File: config.mk
export PLATFORM = sky130hd
export DESIGN_NAME = wb_vmon_write_capture
export DESIGN_NICKNAME = d
export VERILOG_FILES = /design/src/rtl/wb_vmon_pkg.sv /design/src/rtl/wb_vmon_write_capture_fifo.sv /design/src/rtl/wb_vmon_write_capture.sv
export SDC_FILE = /design/constraint.sdc
export NUM_CORES = 1
export LEC_CHECK = 0
export ABC_AREA = 1
export CORE_ASPECT_RATIO = 1.5
export CORE_UTILIZATION = 55
export DETAILED_ROUTE_END_ITERATION = 10
export GPL_ROUTABILITY_DRIVEN = 0
export PLACE_DENSITY = 0.84
export SLEW_MARGIN = 20
export SYNTH_ARGS = -nofsm -noshare
export SYNTH_HDL_FRONTEND = slang
export SYNTH_HIERARCHICAL = 1
export SYNTH_SLANG_ARGS = --single-unit
File: constraint.sdc
create_clock -name clk_i -period 5.1 [get_ports clk_i]
set_input_delay 0.51 -clock clk_i [delete_from_list [all_inputs] [get_ports clk_i]]
set_output_delay 0.51 -clock clk_i [all_outputs]
set_load 0.01 [all_outputs]
File: src/rtl/wb_vmon_pkg.sv
// Shared types and helpers for the vmon Wishbone write-capture monitor.
// Covers the byte-lane select codes, the queued message format and the SEL-to-message decode.
package wb_vmon_pkg;

   localparam int unsigned MSG_DATA_W = 32;
   localparam int unsigned MSG_SIZE_W = 3;
   localparam int unsigned SEL_W      = 4;

   localparam logic [SEL_W-1:0] SEL_B0 = 4'b0001;
   localparam logic [SEL_W-1:0] SEL_B1 = 4'b0010;
   localparam logic [SEL_W-1:0] SEL_B2 = 4'b0100;
   localparam logic [SEL_W-1:0] SEL_B3 = 4'b1000;
   localparam logic [SEL_W-1:0] SEL_H0 = 4'b0011;
   localparam logic [SEL_W-1:0] SEL_H1 = 4'b1100;
   localparam logic [SEL_W-1:0] SEL_WD = 4'b1111;

   typedef struct packed {
      logic [MSG_DATA_W-1:0] data;
      logic [MSG_SIZE_W-1:0] size;
   } vmon_msg_t;

   typedef struct packed {
      logic      valid;
      vmon_msg_t msg;
   } vmon_sel_msg_t;

   // Packs the enabled lanes LSB-first; valid=0 for any unsupported lane pattern.
   function automatic vmon_sel_msg_t sel_to_msg(input logic [SEL_W-1:0]      sel,
                                                input logic [MSG_DATA_W-1:0] dat);
      vmon_sel_msg_t r;
      r       = '0;
      r.valid = 1'b1;
      case (sel)
         SEL_B0:  begin r.msg.data = {24'h0, dat[7:0]};   r.msg.size = 3'd1; end
         SEL_B1:  begin r.msg.data = {24'h0, dat[15:8]};  r.msg.size = 3'd1; end
         SEL_B2:  begin r.msg.data = {24'h0, dat[23:16]}; r.msg.size = 3'd1; end
         SEL_B3:  begin r.msg.data = {24'h0, dat[31:24]}; r.msg.size = 3'd1; end
         SEL_H0:  begin r.msg.data = {16'h0, dat[15:0]};  r.msg.size = 3'd2; end
         SEL_H1:  begin r.msg.data = {16'h0, dat[31:16]}; r.msg.size = 3'd2; end
         SEL_WD:  begin r.msg.data = dat;                 r.msg.size = 3'd4; end
         default: r.valid = 1'b0;
      endcase
      return r;
   endfunction

endpackage

File: src/rtl/wb_vmon_write_capture_fifo.sv
// Message FIFO with a registered head entry; the head holds the last popped entry when empty.
module vmon_msg_fifo
   import wb_vmon_pkg::*;
#(
   parameter int unsigned DEPTH = 4
) (
   input  logic      clk_i,
   input  logic      rst_ni,
   input  logic      push_i,
   input  vmon_msg_t wdata_i,
   input  logic      pop_i,
   output vmon_msg_t rdata_o,
   output logic      full_o,
   output logic      empty_o
);

   localparam int unsigned PTR_W = (DEPTH > 1) ? $clog2(DEPTH) : 1;
   localparam int unsigned CNT_W = PTR_W + 1;

   vmon_msg_t        mem_q [DEPTH];
   vmon_msg_t        head_q, head_d;
   logic [PTR_W-1:0] rd_ptr_q, rd_ptr_d, wr_ptr_q, wr_ptr_d;
   logic [CNT_W-1:0] count_q, count_d;
   logic             valid_q, valid_d;
   logic             full, push_en, pop_en;

   assign full = (count_q == CNT_W'(DEPTH));

   // A push into a full FIFO is only taken when the head leaves in the same cycle.
   always_comb begin
      pop_en   = pop_i & valid_q;
      push_en  = push_i & (~full | pop_en);
      rd_ptr_d = rd_ptr_q;
      wr_ptr_d = wr_ptr_q;
      count_d  = count_q;
      head_d   = head_q;
      if (pop_en)  rd_ptr_d = rd_ptr_q + PTR_W'(1);
      if (push_en) wr_ptr_d = wr_ptr_q + PTR_W'(1);
      case ({push_en, pop_en})
         2'b10:   count_d = count_q + CNT_W'(1);
         2'b01:   count_d = count_q - CNT_W'(1);
         default: count_d = count_q;
      endcase
      valid_d = (count_d != '0);
      if (valid_d) begin
         if (push_en && (rd_ptr_d == wr_ptr_q)) head_d = wdata_i;
         else                                   head_d = mem_q[rd_ptr_d];
      end
   end

   always_ff @(posedge clk_i) begin
      if (!rst_ni) begin
         rd_ptr_q <= '0;
         wr_ptr_q <= '0;
         count_q  <= '0;
         valid_q  <= 1'b0;
         head_q   <= '0;
      end else begin
         rd_ptr_q <= rd_ptr_d;
         wr_ptr_q <= wr_ptr_d;
         count_q  <= count_d;
         valid_q  <= valid_d;
         head_q   <= head_d;
      end
   end

   always_ff @(posedge clk_i) begin
      if (push_en) mem_q[wr_ptr_q] <= wdata_i;
   end

   assign rdata_o = head_q;
   assign full_o  = full;
   assign empty_o = ~valid_q;

endmodule

File: src/rtl/wb_vmon_write_capture.sv
// Passive Wishbone write monitor: captures writes to one message address into a FIFO
// and presents them on the vmon m2h valid/ready stream.
module wb_vmon_write_capture
   import wb_vmon_pkg::*;
#(
   parameter int unsigned              WB_ADDR_WIDTH = 32,
   parameter int unsigned              WB_DATA_WIDTH = 32,
   parameter logic [WB_ADDR_WIDTH-1:0] ADDRESS       = 'h0000_0000,
   parameter int unsigned              FIFO_DEPTH    = 4
) (
   input  logic                       clk_i,
   input  logic                       rst_i,
   input  logic [WB_ADDR_WIDTH-1:0]   ADR,
   input  logic [WB_DATA_WIDTH-1:0]   DAT_W,
   input  logic                       CYC,
   input  logic                       STB,
   input  logic                       ACK,
   input  logic                       WE,
   input  logic                       ERR,
   input  logic [WB_DATA_WIDTH/8-1:0] SEL,
   output logic                       msg_valid,
   input  logic                       msg_ready,
   output logic [MSG_DATA_W-1:0]      msg_data,
   output logic [MSG_SIZE_W-1:0]      msg_size,
   output logic                       overflow,
   output logic                       sel_err
);

   localparam int unsigned ADR_LSB = $clog2(WB_DATA_WIDTH) - 1;

   if (WB_DATA_WIDTH != 32) begin : g_bad_data_width
      $error("wb_vmon_write_capture: WB_DATA_WIDTH must be 32");
   end
   if ((FIFO_DEPTH < 2) || ((FIFO_DEPTH & (FIFO_DEPTH - 1)) != 0)) begin : g_bad_depth
      $error("wb_vmon_write_capture: FIFO_DEPTH must be a power of two >= 2");
   end

   vmon_sel_msg_t sel_msg;
   vmon_msg_t     head;
   logic          addr_eq, hit, push, pop, fifo_full, fifo_empty;
   logic          sel_err_q, sel_err_d, overflow_q, overflow_d;
   logic          unused_c;

   // Match window is one data-word group above the lane bits (16 bytes on a 32-bit bus).
   assign addr_eq = (ADR[WB_ADDR_WIDTH-1:ADR_LSB] == ADDRESS[WB_ADDR_WIDTH-1:ADR_LSB]);
   assign hit     = CYC & STB & ACK & WE & addr_eq;
   assign sel_msg = sel_to_msg(SEL, DAT_W);
   assign push    = hit & sel_msg.valid;
   assign pop     = msg_valid & msg_ready;

   always_comb begin
      sel_err_d  = hit & ~sel_msg.valid;
      overflow_d = overflow_q | (push & fifo_full & ~pop);
   end

   always_ff @(posedge clk_i) begin
      if (!rst_i) begin
         sel_err_q  <= 1'b0;
         overflow_q <= 1'b0;
      end else begin
         sel_err_q  <= sel_err_d;
         overflow_q <= overflow_d;
      end
   end

   vmon_msg_fifo #(
      .DEPTH (FIFO_DEPTH)
   ) u_fifo (
      .clk_i   (clk_i),
      .rst_ni  (rst_i),
      .push_i  (push),
      .wdata_i (sel_msg.msg),
      .pop_i   (pop),
      .rdata_o (head),
      .full_o  (fifo_full),
      .empty_o (fifo_empty)
   );

   assign msg_valid = ~fifo_empty;
   assign msg_data  = head.data;
   assign msg_size  = head.size;
   assign overflow  = overflow_q;
   assign sel_err   = sel_err_q;
   assign unused_c  = ^{ERR, ADR[ADR_LSB-1:0]};

endmodule

==> impl_metrics.env <==
export IMPL_synth_top_family_by_area="simple AND/OR/NAND/NOR gates"
export IMPL_final_hold_viol_count=0
export IMPL_crit_arrival_ns=4.23
export IMPL_rr_endpoint="u_fifo/rdata_o[13]$_SDFFE_PN0P_"
export IMPL_cp_start_kind="input port"
export IMPL_instances_no_fill=1381
export IMPL_placedCellCount=1349
export IMPL_holdPathStages=2
export IMPL_post_cts_buffers=0
export IMPL_holdPathEnd="overflow$_SDFF_PN0_"
export IMPL_highest_layer="met4"
export IMPL_routed_wl_met3_mm=2.532
export IMPL_period_minus_slack_ns=3.870
export IMPL_die_x_um=107.4
export IMPL_overflow=0
export IMPL_finalSetupViolations=0
export IMPL_m1WireLength_mm=8.363
export IMPL_finalSetupTns_ns=0
export IMPL_cts_hold_buf=0
export IMPL_reg2reg_depth=14
export IMPL_max_freq_mhz=258.4
export IMPL_die_h_um=160.1
export IMPL_syn_mean_instance_area_sq_um=8.573
export IMPL_crit_path_end_kind="register"
export IMPL_io_pins=114
export IMPL_num_rows=57
export IMPL_syn_to_final_growth_pct=19.93
export IMPL_hold_ws_ns=0.4521
export IMPL_outcome="complete, no violations"
export IMPL_cts_tree="done"
export IMPL_cellLeakagePower_uw=0.004843
export IMPL_fin_skew_ns=0.01104
export IMPL_synthAdderAreaFrac_pct=0.7645
export IMPL_syn_inst=1069
export IMPL_tightestPinTransition_ns=0.8378
export IMPL_portBuffers=108
export IMPL_ys_seq_area_share_pct=55.70
export IMPL_numCtsBuffers=17
export IMPL_diodes=0
export IMPL_ant_nets=0
export IMPL_wl_met2_mm=12.67
export IMPL_drt_vias_per_instance=5.685
export IMPL_grt_pass1_vias=7577
export IMPL_synth_xor_area_share_pct=0
export IMPL_clock_sinks=185
export IMPL_slew_violations=0
export IMPL_regToRegStartpoint="u_fifo/valid_q$_SDFF_PN0_"
export IMPL_path_max_fanout=36
export IMPL_place_hpwl_mm=14.97
export IMPL_hold_path_class="reg2reg"
export IMPL_synth_warnings=6
export IMPL_drtIter0Drc=761
export IMPL_ys_seq_elements=185
export IMPL_critPathRequiredTime_ns=5.46
export IMPL_cts_reportedPaths_clkPinSlew_ns=0.06
export IMPL_reg2reg_slack_ns=1.87
export IMPL_antenna_found_initial=0
export IMPL_firstDrtPassIters=7
export IMPL_clk_latency_ns=0.43
export IMPL_synth_area_mux_share_pct=0
export IMPL_rsz0062_at_grt="false"
export IMPL_grt_total_usage_pct=29.46
export IMPL_ys_types=27
export IMPL_coreArea_sq_um=16260
export IMPL_synth_compound_area_share_pct=2.416
export IMPL_finalNetCount=1243
export IMPL_drc=0
export IMPL_hold_start="overflow$_SDFF_PN0_"
export IMPL_start_util_pct=56.36
export IMPL_htreeDepth=4
export IMPL_drt_total_wl_mm=24.27
export IMPL_cts_root_buffer="clkbuf_16"
export IMPL_syn_nets=1150
export IMPL_cts_resized=0
export IMPL_grt_pass1_wl_mm=38.43
export IMPL_peakVddDrop_mv=0.1660
export IMPL_drive_gt1_share_pct=6.723
export IMPL_path_class="in2reg"
export IMPL_grt_max_degree=75
export IMPL_min_period_over_period_pct=75.88
export IMPL_final_cell_mix="260 x nand2_1, 149 x inv_1, 140 x edfxtp_1"
export IMPL_final_common_cell="nand2_1"
export IMPL_max_slew_margin_pct=44.15
export IMPL_clockBufferDepth=2
export IMPL_synth_area_sq_um=9165
export IMPL_wire_per_inst_um=17.58
export IMPL_maxCapViolCount=0
export IMPL_die_area_sq_um=17190
export IMPL_powerDensity_nw_per_um2=266.7
export IMPL_yosys_area_share_simple_pct=32.14
export IMPL_vias=7851
==> how the worst max path moves through the flow <==
stage	depth (start not counted)	end	slack, ns	start
global route	20	u_fifo/rdata_o[27]$_SDFFE_PN0P_	0.87	SEL[0]
finish	17	u_fifo/rdata_o[27]$_SDFFE_PN0P_	1.23	SEL[2]
CTS	17	u_fifo/rdata_o[27]$_SDFFE_PN0P_	1.28	SEL[2]
floorplan	9	u_fifo/mem_q[0][0]$_DFFE_PP_	1.62	ADR[31]
detailed placement	17	u_fifo/rdata_o[27]$_SDFFE_PN0P_	0.85	SEL[0]
global placement	17	u_fifo/rdata_o[28]$_SDFFE_PN0P_	0.95	SEL[0]
==> per-layer routing <==
metal / GRT usage [%] / vias up
li1: - / 3661
met2: 51.52 / 494
met5: 0 / -
met4: 14.32 / 0
met3: 4.082 / 62
met1: 35.24 / 3634
==> state kept, by name (all words and copies together), names as in the netlist <==
signal / flops
overflow: 1
sel_err: 1
u_fifo/count_q: 3
u_fifo/mem_q: 140
u_fifo/rd_ptr_q: 2
u_fifo/rdata_o: 35
u_fifo/valid_q: 1
u_fifo/wr_ptr_q: 2
==> final cells by class <==
type | count | area (sq um)
clock buffers | 22 | 465.4
clock inverters | 10 | 70.07
fillers | 1236 | 5269
inverters | 154 | 578.1
multi-input cells | 676 | 3272
flip-flops and latches | 185 | 5105
well taps | 206 | 257.7
repair buffers | 128 | 1244
==> logic make-up (layout without fill, tap and decap cells) <==
| family | count (synthesis) | in the layout |
|---|---|---|
| adders and majority gates | 5 | 5 |
| AOI/OAI and AO/OA | 42 | 42 |
| buffers and inverters | 208 | 314 |
| DFF | 185 | 185 |
| and+or+nand+nor | 629 | 629 |
==> report_power, final <==
part | leakage [uW] | internal (uW) | switching [uW]
logic | 0.00287 | 58.2 | 64.2
clock network | 0.000261 | 653 | 543
registers | 0.00171 | 1610 | 0.000000179
==> cells in the mapped netlist <==
library cell | count | area (sq um)
a21oi_1 | 11 | 55.05
o22ai_1 | 3 | 18.77
buf_1 | 18 | 67.56
nor3_2 | 1 | 10.01
nor2_4 | 2 | 22.52
nor2_8 | 1 | 20.02
nand3_1 | 115 | 575.6
inv_1 | 149 | 559.3
fa_1 | 1 | 20.02
o21ai_1 | 2 | 10.01
buf_2 | 16 | 80.08
buf_6 | 3 | 33.78
nand3b_1 | 70 | 525.5
o2111ai_1 | 1 | 8.760
o21ai_2 | 1 | 8.760
inv_2 | 5 | 18.77
clkbuf_1 | 17 | 63.81
ha_1 | 4 | 50.05
nand4_1 | 37 | 231.5
o21ai_0 | 24 | 120.1
nand2_4 | 1 | 11.26
nor2_1 | 126 | 473.0
dfxtp_1 | 45 | 900.9
nand2_2 | 13 | 81.33
nor2_2 | 3 | 18.77
nand2_1 | 260 | 975.9
edfxtp_1 | 140 | 4204
==> stage by stage <==
stage	instance area (sq um)	total power, uW	setup WS [ns]	utilization [%]
finish	10990	2931	1.230	67.60
global route	10990	3001	0.8709	67.60
CTS	10990	2932	1.277	67.60
detailed placement	10460	1765	0.8485	64.30
global placement	10460	1761	0.9465	64.30
floorplan	9165	1685	1.617	-
==> worst max-delay path: stages <==
cell and delay (ns):
clkdlybuf4s50_1 0.54, nand2_2 0.17, inv_2 0.07, nand2_2 0.34, nand2_1 0.09, nor2_1 0.20
a21oi_1 0.18, inv_1 0.09, nand3_1 0.15, fa_1 0.53, nand2_1 0.06, nand2_2 0.34
nand2_1 0.17, nor2_4 0.12, buf_4 0.42, nor2_1 0.11, nor2_1 0.12
(Power assumes the default switching activity.)
